$ cat src/rtl/dmem_pkg.sv
// Shared definitions for the block data memory behind the data cache.
//   ADDR_W / DATA_W : block address and block width
//   DEPTH           : number of blocks
//   LATENCY_DEF     : default number of BUSY cycles per access
//   CNT_W           : width of the latency down-counter (LATENCY up to 15)
//   state_e         : controller states
//   op_e            : latched access type
package dmem_pkg;

  localparam int unsigned ADDR_W      = 6;
  localparam int unsigned DATA_W      = 32;
  localparam int unsigned DEPTH       = 1 << ADDR_W;
  localparam int unsigned LATENCY_DEF = 4;
  localparam int unsigned CNT_W       = 4;

  typedef enum logic [1:0] {
    ST_IDLE,
    ST_BUSY,
    ST_DONE
  } state_e;

  typedef enum logic {
    OP_READ,
    OP_WRITE
  } op_e;

endpackage

$ cat src/rtl/data_memory_ctrl_if.sv
// Cache-to-memory block transfer bus.
//   mem_read      : block read request (held until busywait seen low)
//   mem_write     : block write request (held until busywait seen low)
//   mem_address   : block address
//   mem_writedata : block to write
//   mem_readdata  : block read result
//   mem_busywait  : access in progress
// Modports: master = requester (cache), slave = memory.
interface data_memory_ctrl_if;
  import dmem_pkg::*;

  logic              mem_read;
  logic              mem_write;
  logic [ADDR_W-1:0] mem_address;
  logic [DATA_W-1:0] mem_writedata;
  logic [DATA_W-1:0] mem_readdata;
  logic              mem_busywait;

  modport master (
    output mem_read, mem_write, mem_address, mem_writedata,
    input  mem_readdata, mem_busywait
  );

  modport slave (
    input  mem_read, mem_write, mem_address, mem_writedata,
    output mem_readdata, mem_busywait
  );

endinterface

$ cat src/rtl/dmem_array.sv
// 64 x 32 block storage.
//   clk_i   : clock, rising edge
//   rst_ni  : asynchronous active-low clear of every block and of the read register
//   we_i    : write enable, wdata_i stored at addr_i on the edge
//   re_i    : read enable, block at addr_i captured into rdata_o on the edge
//   addr_i  : block address
//   wdata_i : block to write
//   rdata_o : registered read data, holds until the next read or clear
module dmem_array
  import dmem_pkg::*;
(
  input  logic              clk_i,
  input  logic              rst_ni,
  input  logic              we_i,
  input  logic              re_i,
  input  logic [ADDR_W-1:0] addr_i,
  input  logic [DATA_W-1:0] wdata_i,
  output logic [DATA_W-1:0] rdata_o
);

  logic [DATA_W-1:0] mem_q [DEPTH];
  logic [DATA_W-1:0] rdata_q;

  always_ff @(posedge clk_i or negedge rst_ni) begin
    if (!rst_ni) begin
      for (int unsigned i = 0; i < DEPTH; i++) begin
        mem_q[i] <= '0;
      end
      rdata_q <= '0;
    end else begin
      if (we_i) begin
        mem_q[addr_i] <= wdata_i;
      end
      if (re_i) begin
        rdata_q <= mem_q[addr_i];
      end
    end
  end

  assign rdata_o = rdata_q;

endmodule

$ cat src/rtl/data_memory_ctrl.sv
// Block data memory controller: serves whole-block refills and write-backs
// from the data cache with a fixed access latency.
//   clock  : system clock, rising edge
//   reset  : asynchronous active-low reset (aborts any access in flight)
//   bus    : data_memory_ctrl_if.slave (mem_read/mem_write/mem_address/
//            mem_writedata in, mem_readdata/mem_busywait out)
//   LATENCY: BUSY cycles per access, 1..15
// Optional macro DMEM_ACCESS_STATS_EN adds saturating read_count/write_count
// outputs, incremented on entry to DONE for the matching access type.
module data_memory_ctrl
  import dmem_pkg::*;
#(
  parameter int unsigned LATENCY = LATENCY_DEF
) (
  input  logic        clock,
  input  logic        reset,
  data_memory_ctrl_if.slave bus
`ifdef DMEM_ACCESS_STATS_EN
  ,
  output logic [15:0] read_count,
  output logic [15:0] write_count
`endif
);

  state_e            state_q, state_d;
  logic [CNT_W-1:0]  cnt_q, cnt_d;
  logic [ADDR_W-1:0] addr_q, addr_d;
  logic [DATA_W-1:0] wdata_q, wdata_d;
  op_e               op_q, op_d;

  logic busy;
  logic arr_we;
  logic arr_re;

  always_ff @(posedge clock or negedge reset) begin
    if (!reset) begin
      state_q <= ST_IDLE;
      cnt_q   <= '0;
      addr_q  <= '0;
      wdata_q <= '0;
      op_q    <= OP_READ;
    end else begin
      state_q <= state_d;
      cnt_q   <= cnt_d;
      addr_q  <= addr_d;
      wdata_q <= wdata_d;
      op_q    <= op_d;
    end
  end

  always_comb begin
    state_d = state_q;
    cnt_d   = cnt_q;
    addr_d  = addr_q;
    wdata_d = wdata_q;
    op_d    = op_q;
    busy    = 1'b0;
    arr_we  = 1'b0;
    arr_re  = 1'b0;
    case (state_q)
      ST_IDLE: begin
        busy = bus.mem_read | bus.mem_write;
        if (busy) begin
          addr_d  = bus.mem_address;
          wdata_d = bus.mem_writedata;
          // A simultaneous read+write request is served as a write.
          op_d    = bus.mem_write ? OP_WRITE : OP_READ;
          cnt_d   = CNT_W'(LATENCY - 1);
          state_d = ST_BUSY;
        end
      end
      ST_BUSY: begin
        busy = 1'b1;
        if (cnt_q == '0) begin
          arr_we  = (op_q == OP_WRITE);
          arr_re  = (op_q == OP_READ);
          state_d = ST_DONE;
        end else begin
          cnt_d = cnt_q - 1'b1;
        end
      end
      ST_DONE: begin
        // Request still held by the cache on this edge is deliberately
        // ignored so one request is never served twice.
        state_d = ST_IDLE;
      end
      default: begin
        state_d = ST_IDLE;
      end
    endcase
  end

  dmem_array u_array (
    .clk_i   (clock),
    .rst_ni  (reset),
    .we_i    (arr_we),
    .re_i    (arr_re),
    .addr_i  (addr_q),
    .wdata_i (wdata_q),
    .rdata_o (bus.mem_readdata)
  );

  assign bus.mem_busywait = busy;

`ifdef DMEM_ACCESS_STATS_EN
  logic [15:0] rd_cnt_q, wr_cnt_q;

  always_ff @(posedge clock or negedge reset) begin
    if (!reset) begin
      rd_cnt_q <= '0;
      wr_cnt_q <= '0;
    end else begin
      if (arr_re && (rd_cnt_q != '1)) begin
        rd_cnt_q <= rd_cnt_q + 16'd1;
      end
      if (arr_we && (wr_cnt_q != '1)) begin
        wr_cnt_q <= wr_cnt_q + 16'd1;
      end
    end
  end

  assign read_count  = rd_cnt_q;
  assign write_count = wr_cnt_q;
`endif

endmodule

$ cat src/flat_wrapper.sv
// flat-port wrapper written by rule: the top's interface ports become plain ports
module data_memory_ctrl_flat import dmem_pkg::*;
#(
  parameter int unsigned LATENCY = LATENCY_DEF
)
  (clock, reset, bus_mem_read, bus_mem_write, bus_mem_address, bus_mem_writedata, bus_mem_readdata, bus_mem_busywait);
  data_memory_ctrl_if bus_i ();
  input  logic clock;
  input  logic reset;
  input wire logic [$bits(bus_i.mem_read)-1:0] bus_mem_read;
  input wire logic [$bits(bus_i.mem_write)-1:0] bus_mem_write;
  input wire logic [$bits(bus_i.mem_address)-1:0] bus_mem_address;
  input wire logic [$bits(bus_i.mem_writedata)-1:0] bus_mem_writedata;
  output wire logic [$bits(bus_i.mem_readdata)-1:0] bus_mem_readdata;
  output wire logic [$bits(bus_i.mem_busywait)-1:0] bus_mem_busywait;
  assign bus_i.mem_read = bus_mem_read;
  assign bus_i.mem_write = bus_mem_write;
  assign bus_i.mem_address = bus_mem_address;
  assign bus_i.mem_writedata = bus_mem_writedata;
  assign bus_mem_readdata = bus_i.mem_readdata;
  assign bus_mem_busywait = bus_i.mem_busywait;
  data_memory_ctrl #(.LATENCY(LATENCY)) u_core (.clock(clock), .reset(reset), .bus(bus_i));
endmodule
$ cat config.mk
export PLATFORM = sky130hd
export DESIGN_NAME = data_memory_ctrl_flat
export DESIGN_NICKNAME = d
export VERILOG_FILES = /design/src/rtl/dmem_pkg.sv /design/src/rtl/data_memory_ctrl_if.sv /design/src/rtl/dmem_array.sv /design/src/rtl/data_memory_ctrl.sv /design/src/flat_wrapper.sv
export SDC_FILE = /design/constraint.sdc
export NUM_CORES = 2
export LEC_CHECK = 0
export CAP_MARGIN = 20
export CORE_ASPECT_RATIO = 1.25
export CORE_MARGIN = 2
export CORE_UTILIZATION = 57
export CTS_CLUSTER_SIZE = 14
export DETAILED_ROUTE_END_ITERATION = 8
export PLACE_DENSITY = 0.88
export SYNTH_ARGS = -nofsm -noshare
export SYNTH_HDL_FRONTEND = slang
export SYNTH_SLANG_ARGS = --single-unit
$ cat constraint.sdc
create_clock -name clock -period 2.3 [get_ports clock]
set_input_delay 0.345 -clock clock [delete_from_list [all_inputs] [get_ports clock]]
set_output_delay 0.345 -clock clock [all_outputs]
set_load 0.03 [all_outputs]
==> flow_summary_export.csv, run 1 <==
group,metric,value,unit
synth,avgSynthCellArea,14.2,sq um
floorplan,io_pins,75,
synth,ys_ff_latch,2125,
placed_design,dpl-instance-area,105000,sq um
synth,yosysWarnings,0,
global_route,antenna_found_initial,142,
synth,ys_seq_area_share,55.2,%
cts,clockBufferDepth,3,
global_route,overflow,52,
placed_design,place_ws,-0.800,ns
global_route,grt_max_degree,127,
synth,ys.flop_type,"dfrtp_1",
floorplan,die_h,464,microns
placed_design,io_buffer_count,74,
global_route,track_usage,74.5,%
sta,endpoint_type,"register input",
placed_design,gp_congestion,0.919,
cts,cts_buffers,189,
outcome,status,"aborted with a tool error",
floorplan,start_util,57.4,%
cts,clock-root-buffer,"clkbuf_16",
cts,htreeDepth,4,
synth,synthDistinctLibCells,75,
outcome,error,"[ERROR GRT-0232] Routing congestion too high. Check the congestion heatmap in the GUI.",
floorplan,rows,168,
placed_design,dp_hpwl,197,mm
synth,synth.net_count,6806,
outcome,lastStage,"5_1_grt",
sta,postGrtWorstEndpoint,"u_core.u_array.rdata_o[6]$_DFFE_PN0P_/D",
floorplan,die_w,372,microns
synth,ys_async_sr_fraction,100,%
cts,cts_sinks,2125,
synth,synthesis.area,96300,sq um
synth,post_synth_inst_count,6762,
synth,synth-edff-count,0,
what timing repair did:
| item | CTS |
|---|---|
| endpoints found under the hold margin | 1187 |
| buffers inserted | 97 |
| pin swaps | 48 |
| resized for setup | 381 |
| cloned | 31 |
| setup endpoints to repair | 2099 |
| hold buffers | 1 |
cell families after synthesis:
family          Yosys count  share of synthesized area (%)
mux                    2684                           32.5
flops                  2125                           55.2
compound gates          837                           6.44
buf+inv                 703                           3.70
simple gates            409                           2.11
xor+xnor                  2                         0.0182
fa+ha+maj                 2                         0.0260
cell usage after synthesis (9+ instances only):
cell	instances	area (sq um)
dfrtp_1	2125	53200
mux2_2	1934	21800
mux2i_1	397	3970
clkbuf_1	323	1210
buf_2	229	1150
a221oi_1	218	1910
mux2_1	212	2390
a22oi_1	168	1260
mux4_2	141	3180
nor2_1	114	428
buf_4	94	706
o21ai_0	93	465
nand2_1	81	304
a21oi_1	75	375
o22ai_1	75	469
nand3_1	69	345
nor2_2	67	419
a22o_1	32	280
buf_6	32	360
a31oi_1	29	181
o21ai_1	19	95.1
a221o_1	18	180
o32a_1	18	180
buf_1	16	60.1
o211ai_1	13	97.6
o2bb2ai_1	10	87.6
and2_1	9	56.3
and3_1	9	56.3
nor2b_1	9	56.3
o2111ai_1	9	78.8
o22a_1	9	78.8
metal layers:
layer	track usage [%]	GRT overflow
met5	66.3	0
met4	68.4	24
met3	73.1	5
met2	84.7	16
met1	69.3	7
metrics by stage:
| step | util, % | cells | setup TNS [ns] |
|---|---|---|---|
| 2_1_floorplan | - | 6762 | 0 |
| 3_3_place_gp | 62.8 | 9091 | -125.95 |
| 3_5_place_dp | 62.8 | 9092 | -202.31 |
| 4_1_cts | 68.6 | 9568 | -272.54 |
==> run 2: changes to the inputs <==
--- a/config.mk
+++ b/config.mk
@@ -6,12 +6,10 @@
 export NUM_CORES = 2
 export LEC_CHECK = 0
 export CAP_MARGIN = 20
-export CORE_ASPECT_RATIO = 1.25
 export CORE_MARGIN = 2
-export CORE_UTILIZATION = 57
-export CTS_CLUSTER_SIZE = 14
+export CORE_UTILIZATION = 40
 export DETAILED_ROUTE_END_ITERATION = 8
-export PLACE_DENSITY = 0.88
+export PLACE_DENSITY_LB_ADDON = 0.15
 export SYNTH_ARGS = -nofsm -noshare
 export SYNTH_HDL_FRONTEND = slang
 export SYNTH_SLANG_ARGS = --single-unit
==> constraint.sdc (replaced) <==
create_clock -name clock -period 2.99 [get_ports clock]
set_input_delay 0.4485 -clock clock [delete_from_list [all_inputs] [get_ports clock]]
set_output_delay 0.4485 -clock clock [all_outputs]
set_load 0.03 [all_outputs]
==> run 2 against run 1 <==
The flow now finishes without violations. Synthesized area stayed put. Synthesized cell count stayed put.
==> flow_summary_export.csv, run 2 <==
group,metric,value,unit
outcome,status,"finished, final reports clean",
synth,synthDistinctLibCells,75,
setup_path,rr_endpoint,"u_core.u_array.rdata_o[23]$_DFFE_PN0P_",
hold_path,hp-class,"in -> async",
synth,yosys.area.top_type_share,55.2,%
synth,synth.cells.most_frequent,"dfrtp_1 (2,125), mux2_2 (1,934), mux2i_1 (397), clkbuf_1 (323), buf_2 (229)",
setup_path,path_common_cell,"buf_4",
floorplan,start_util,40.1,%
sta,hold_violations,0,
setup_path,start_kind,"flip-flop",
layout,layout.cells.non_filler,10300,
global_route,antenna_found_initial,12,
floorplan,die_area,245000,sq um
synth,ys_seq_area_share,55.2,%
sta,relSlewSlack,25.2,%
global_route,track_usage,27.0,%
synth,synth_largest_area_cell,"dfrtp_1",
global_route,grt_max_degree,141,
floorplan,die_w,495,microns
synth,post_synth_inst_count,6762,
setup_path,path_cells,"buf_12 -> buf_4 -> nand2_1 -> buf_4 -> o22ai_1 -> o21ai_0 -> buf_4 -> o211ai_1 -> o32a_1",
setup_path,cp.required,3.77,ns
synth,yosysWarnings,0,
setup_path,crit_end,"u_core.u_array.rdata_o[23]$_DFFE_PN0P_",
floorplan,io_pins,75,
setup_path,worst_setup_path_end_kind,"flip-flop",
cts,clockBufferDepth,3,
setup_path,slowest_stage,"dfrtp_4",
global_route,overflow,0,
floorplan,die_h,495,microns
global_route,grt_pass1_wl,477,mm
setup_path,startpoint,"u_core.addr_q[0]$_DFFE_PN0P_",
power,power.density,873,nW/um^2
sta,tightest_slew,1.12,ns
flow_run,maxCapViolCount,0,
synth,ys_async_sr_fraction,100,%
power,power_leakage,0.0537,uW
sta,period_minus_slack,2.97,ns
setup_path,reg2reg_slack,0.02,ns
cts,clk_pin_slew,0.06,ns
synth,yosysMostFrequentCell,"dfrtp_1",
power,ir_drop,1.24,mV
cts,clock_latency,0.90,ns
cts,htreeDepth,4,
synth,avgSynthCellArea,14.2,sq um
sta,period_share,99.3,%
floorplan,rows,180,
detailed_routing,postRouteAntennaNets,0,
synth,ys.flop_type,"dfrtp_1",
floorplan,core_area,240000,sq um
cts,cts_buffers,229,
synth,synthesis.area,96300,sq um
layout,area_delta_synth_final,17.2,%
placed_design,gp_congestion,0.837,
detailed_routing,dr.pass1.iters,7,
layout,final_nets,7010,
sta,skew,0.0407,ns
layout,largest-register,"u_core.u_array.mem_q",
setup_path,crit_arrival,3.75,ns
layout,final_cell_mix,"dfrtp_1 (2,090), mux2_2 (1,934), mux2i_1 (395)",
detailed_routing,viasPerCell,5.92,
setup_path,crit_fanout,9,
sta,rsz0062_at_grt,"yes",
global_route,grt_pass1_vias,63200,
cts,cts_sinks,2125,
synth,synth-edff-count,0,
layout,largest_reg_flops,2048,
detailed_routing,vias,61200,
placed_design,io_buffer_count,74,
synth,ys_ff_latch,2125,
placed_design,dp_cells,9917,
layout,final_common_cell,"dfrtp_1",
setup_path,cpPeakStageDelay,0.59,ns
setup_path,reg2reg_from,"u_core.addr_q[0]$_DFFE_PN0P_",
sta,setup-violations-final,0,
cts,tritoncts,"done",
layout,drive_gt1_share,44.3,%
layout,design_area,113000,sq um
detailed_routing,drt-initial-drc-count,5240,
detailed_routing,drt_wl_total,330,mm
setup_path,worstSetupPathType,"reg -> reg",
sta,max_freq,337,MHz
placed_design,dpl-instance-area,105000,sq um
setup_path,r2r_cells,9,
placed_design,dp_hpwl,212,mm
cts,clock-root-buffer,"clkbuf_16",
detailed_routing,wl_per_cell,31.9,microns
synth,synth.net_count,6806,
sta,drv_slew,0,
synth,synthTopCellsByArea,"dfrtp_1 (55%), mux2_2 (23%), mux2i_1 (4.1%), mux4_2 (3.3%), mux2_1 (2.5%)",
detailed_routing,drc_errors,0,
==> run 2: cell counts after synthesis <==
No cell type changed its count.
==> run 2: cells by family after synthesis <==
group / after synthesis / share of synthesized area [%]
adders and majority gates: 2 / 0.0260
xor gates and xnor gates: 2 / 0.0182
AOI/OAI and AO/OA: 837 / 6.44
muxes: 2684 / 32.5
and+or+nand+nor: 409 / 2.11
DFF: 2125 / 55.2
buffers and inverters: 703 / 3.70
==> run 2: timing repair <==
item	CTS	global route
endpoints found under the setup margin	4	6
hold buffers	1	0
hold endpoints to repair	350	0
pin swaps	0	1
resized for setup	4	8
setup buffers	1	1
==> run 2: metal layers <==
metal  wire length, microns  part of all wire, %  track usage [%]  up-vias
met5                     40                0.012                0        -
met4                   8420                  2.5             7.03        6
met2                 154000                   47             42.6     1734
li1                       -                    -                -    25500
met3                  16900                  5.1             3.77      449
met1                 151000                   46             39.0    33600
==> run 2: layout make-up <==
class / count / area [sq um]
timing repair buffer: 671 / 8000
clock inverter: 61 / 716
clock buffer: 362 / 6840
fill: 21200 / 127000
tap: 3185 / 3990
sequential: 2125 / 53200
antenna: 4 / 10.0
inverter: 5 / 23.8
multi-input combinational: 3934 / 40100
==> run 2: worst max-delay path: cells and delay by family, from the launching register on <==
kind / cells / cell delay, ns
simple gates: 1 / 0.20
buf+inv: 4 / 0.88
compound gates: 4 / 1.14
flops: 1 / 0.59
==> run 2: metrics by stage <==
stage	hold WS (ns)	TNS, ns	util, %	total power [uW]	setup slack [ns]
after floorplan	0.153	0	-	53300	0.751
after CTS	0.0881	0	47.0	98700	0.0193
after detailed placement	0.419	-0.434	43.8	70200	-0.283
final	0.128	0	47.0	98600	0.0199
after global routing	0.120	-0.00437	47.0	102000	-0.00437
after global placement	0.422	-0.441	43.8	69700	-0.294
==> run 2: worst min-delay path by stage <==
stage	start	endpoint	cells past startpoint	slack, ns
finish	reset	u_core.u_array.mem_q[483]$_DFFE_PN0P_	2	0.13
floorplan	reset	u_core.addr_q[0]$_DFFE_PN0P_	0	0.15
global route	bus_mem_writedata[11]	u_core.wdata_q[11]$_DFFE_PN0P_	2	0.12
global placement	reset	u_core.u_array.mem_q[1137]$_DFFE_PN0P_	1	0.42
CTS	reset	u_core.u_array.mem_q[483]$_DFFE_PN0P_	2	0.09
detailed placement	reset	u_core.u_array.mem_q[483]$_DFFE_PN0P_	1	0.42
==> run 2: power breakdown <==
part | switching, uW | internal [uW] | total, uW
Clock | 12200 | 16200 | 28400
Combinational | 20500 | 12300 | 32800
Sequential | 4710 | 32600 | 37300
Total | 37400 | 61100 | 98600
Power figures use the tool's default switching activity.
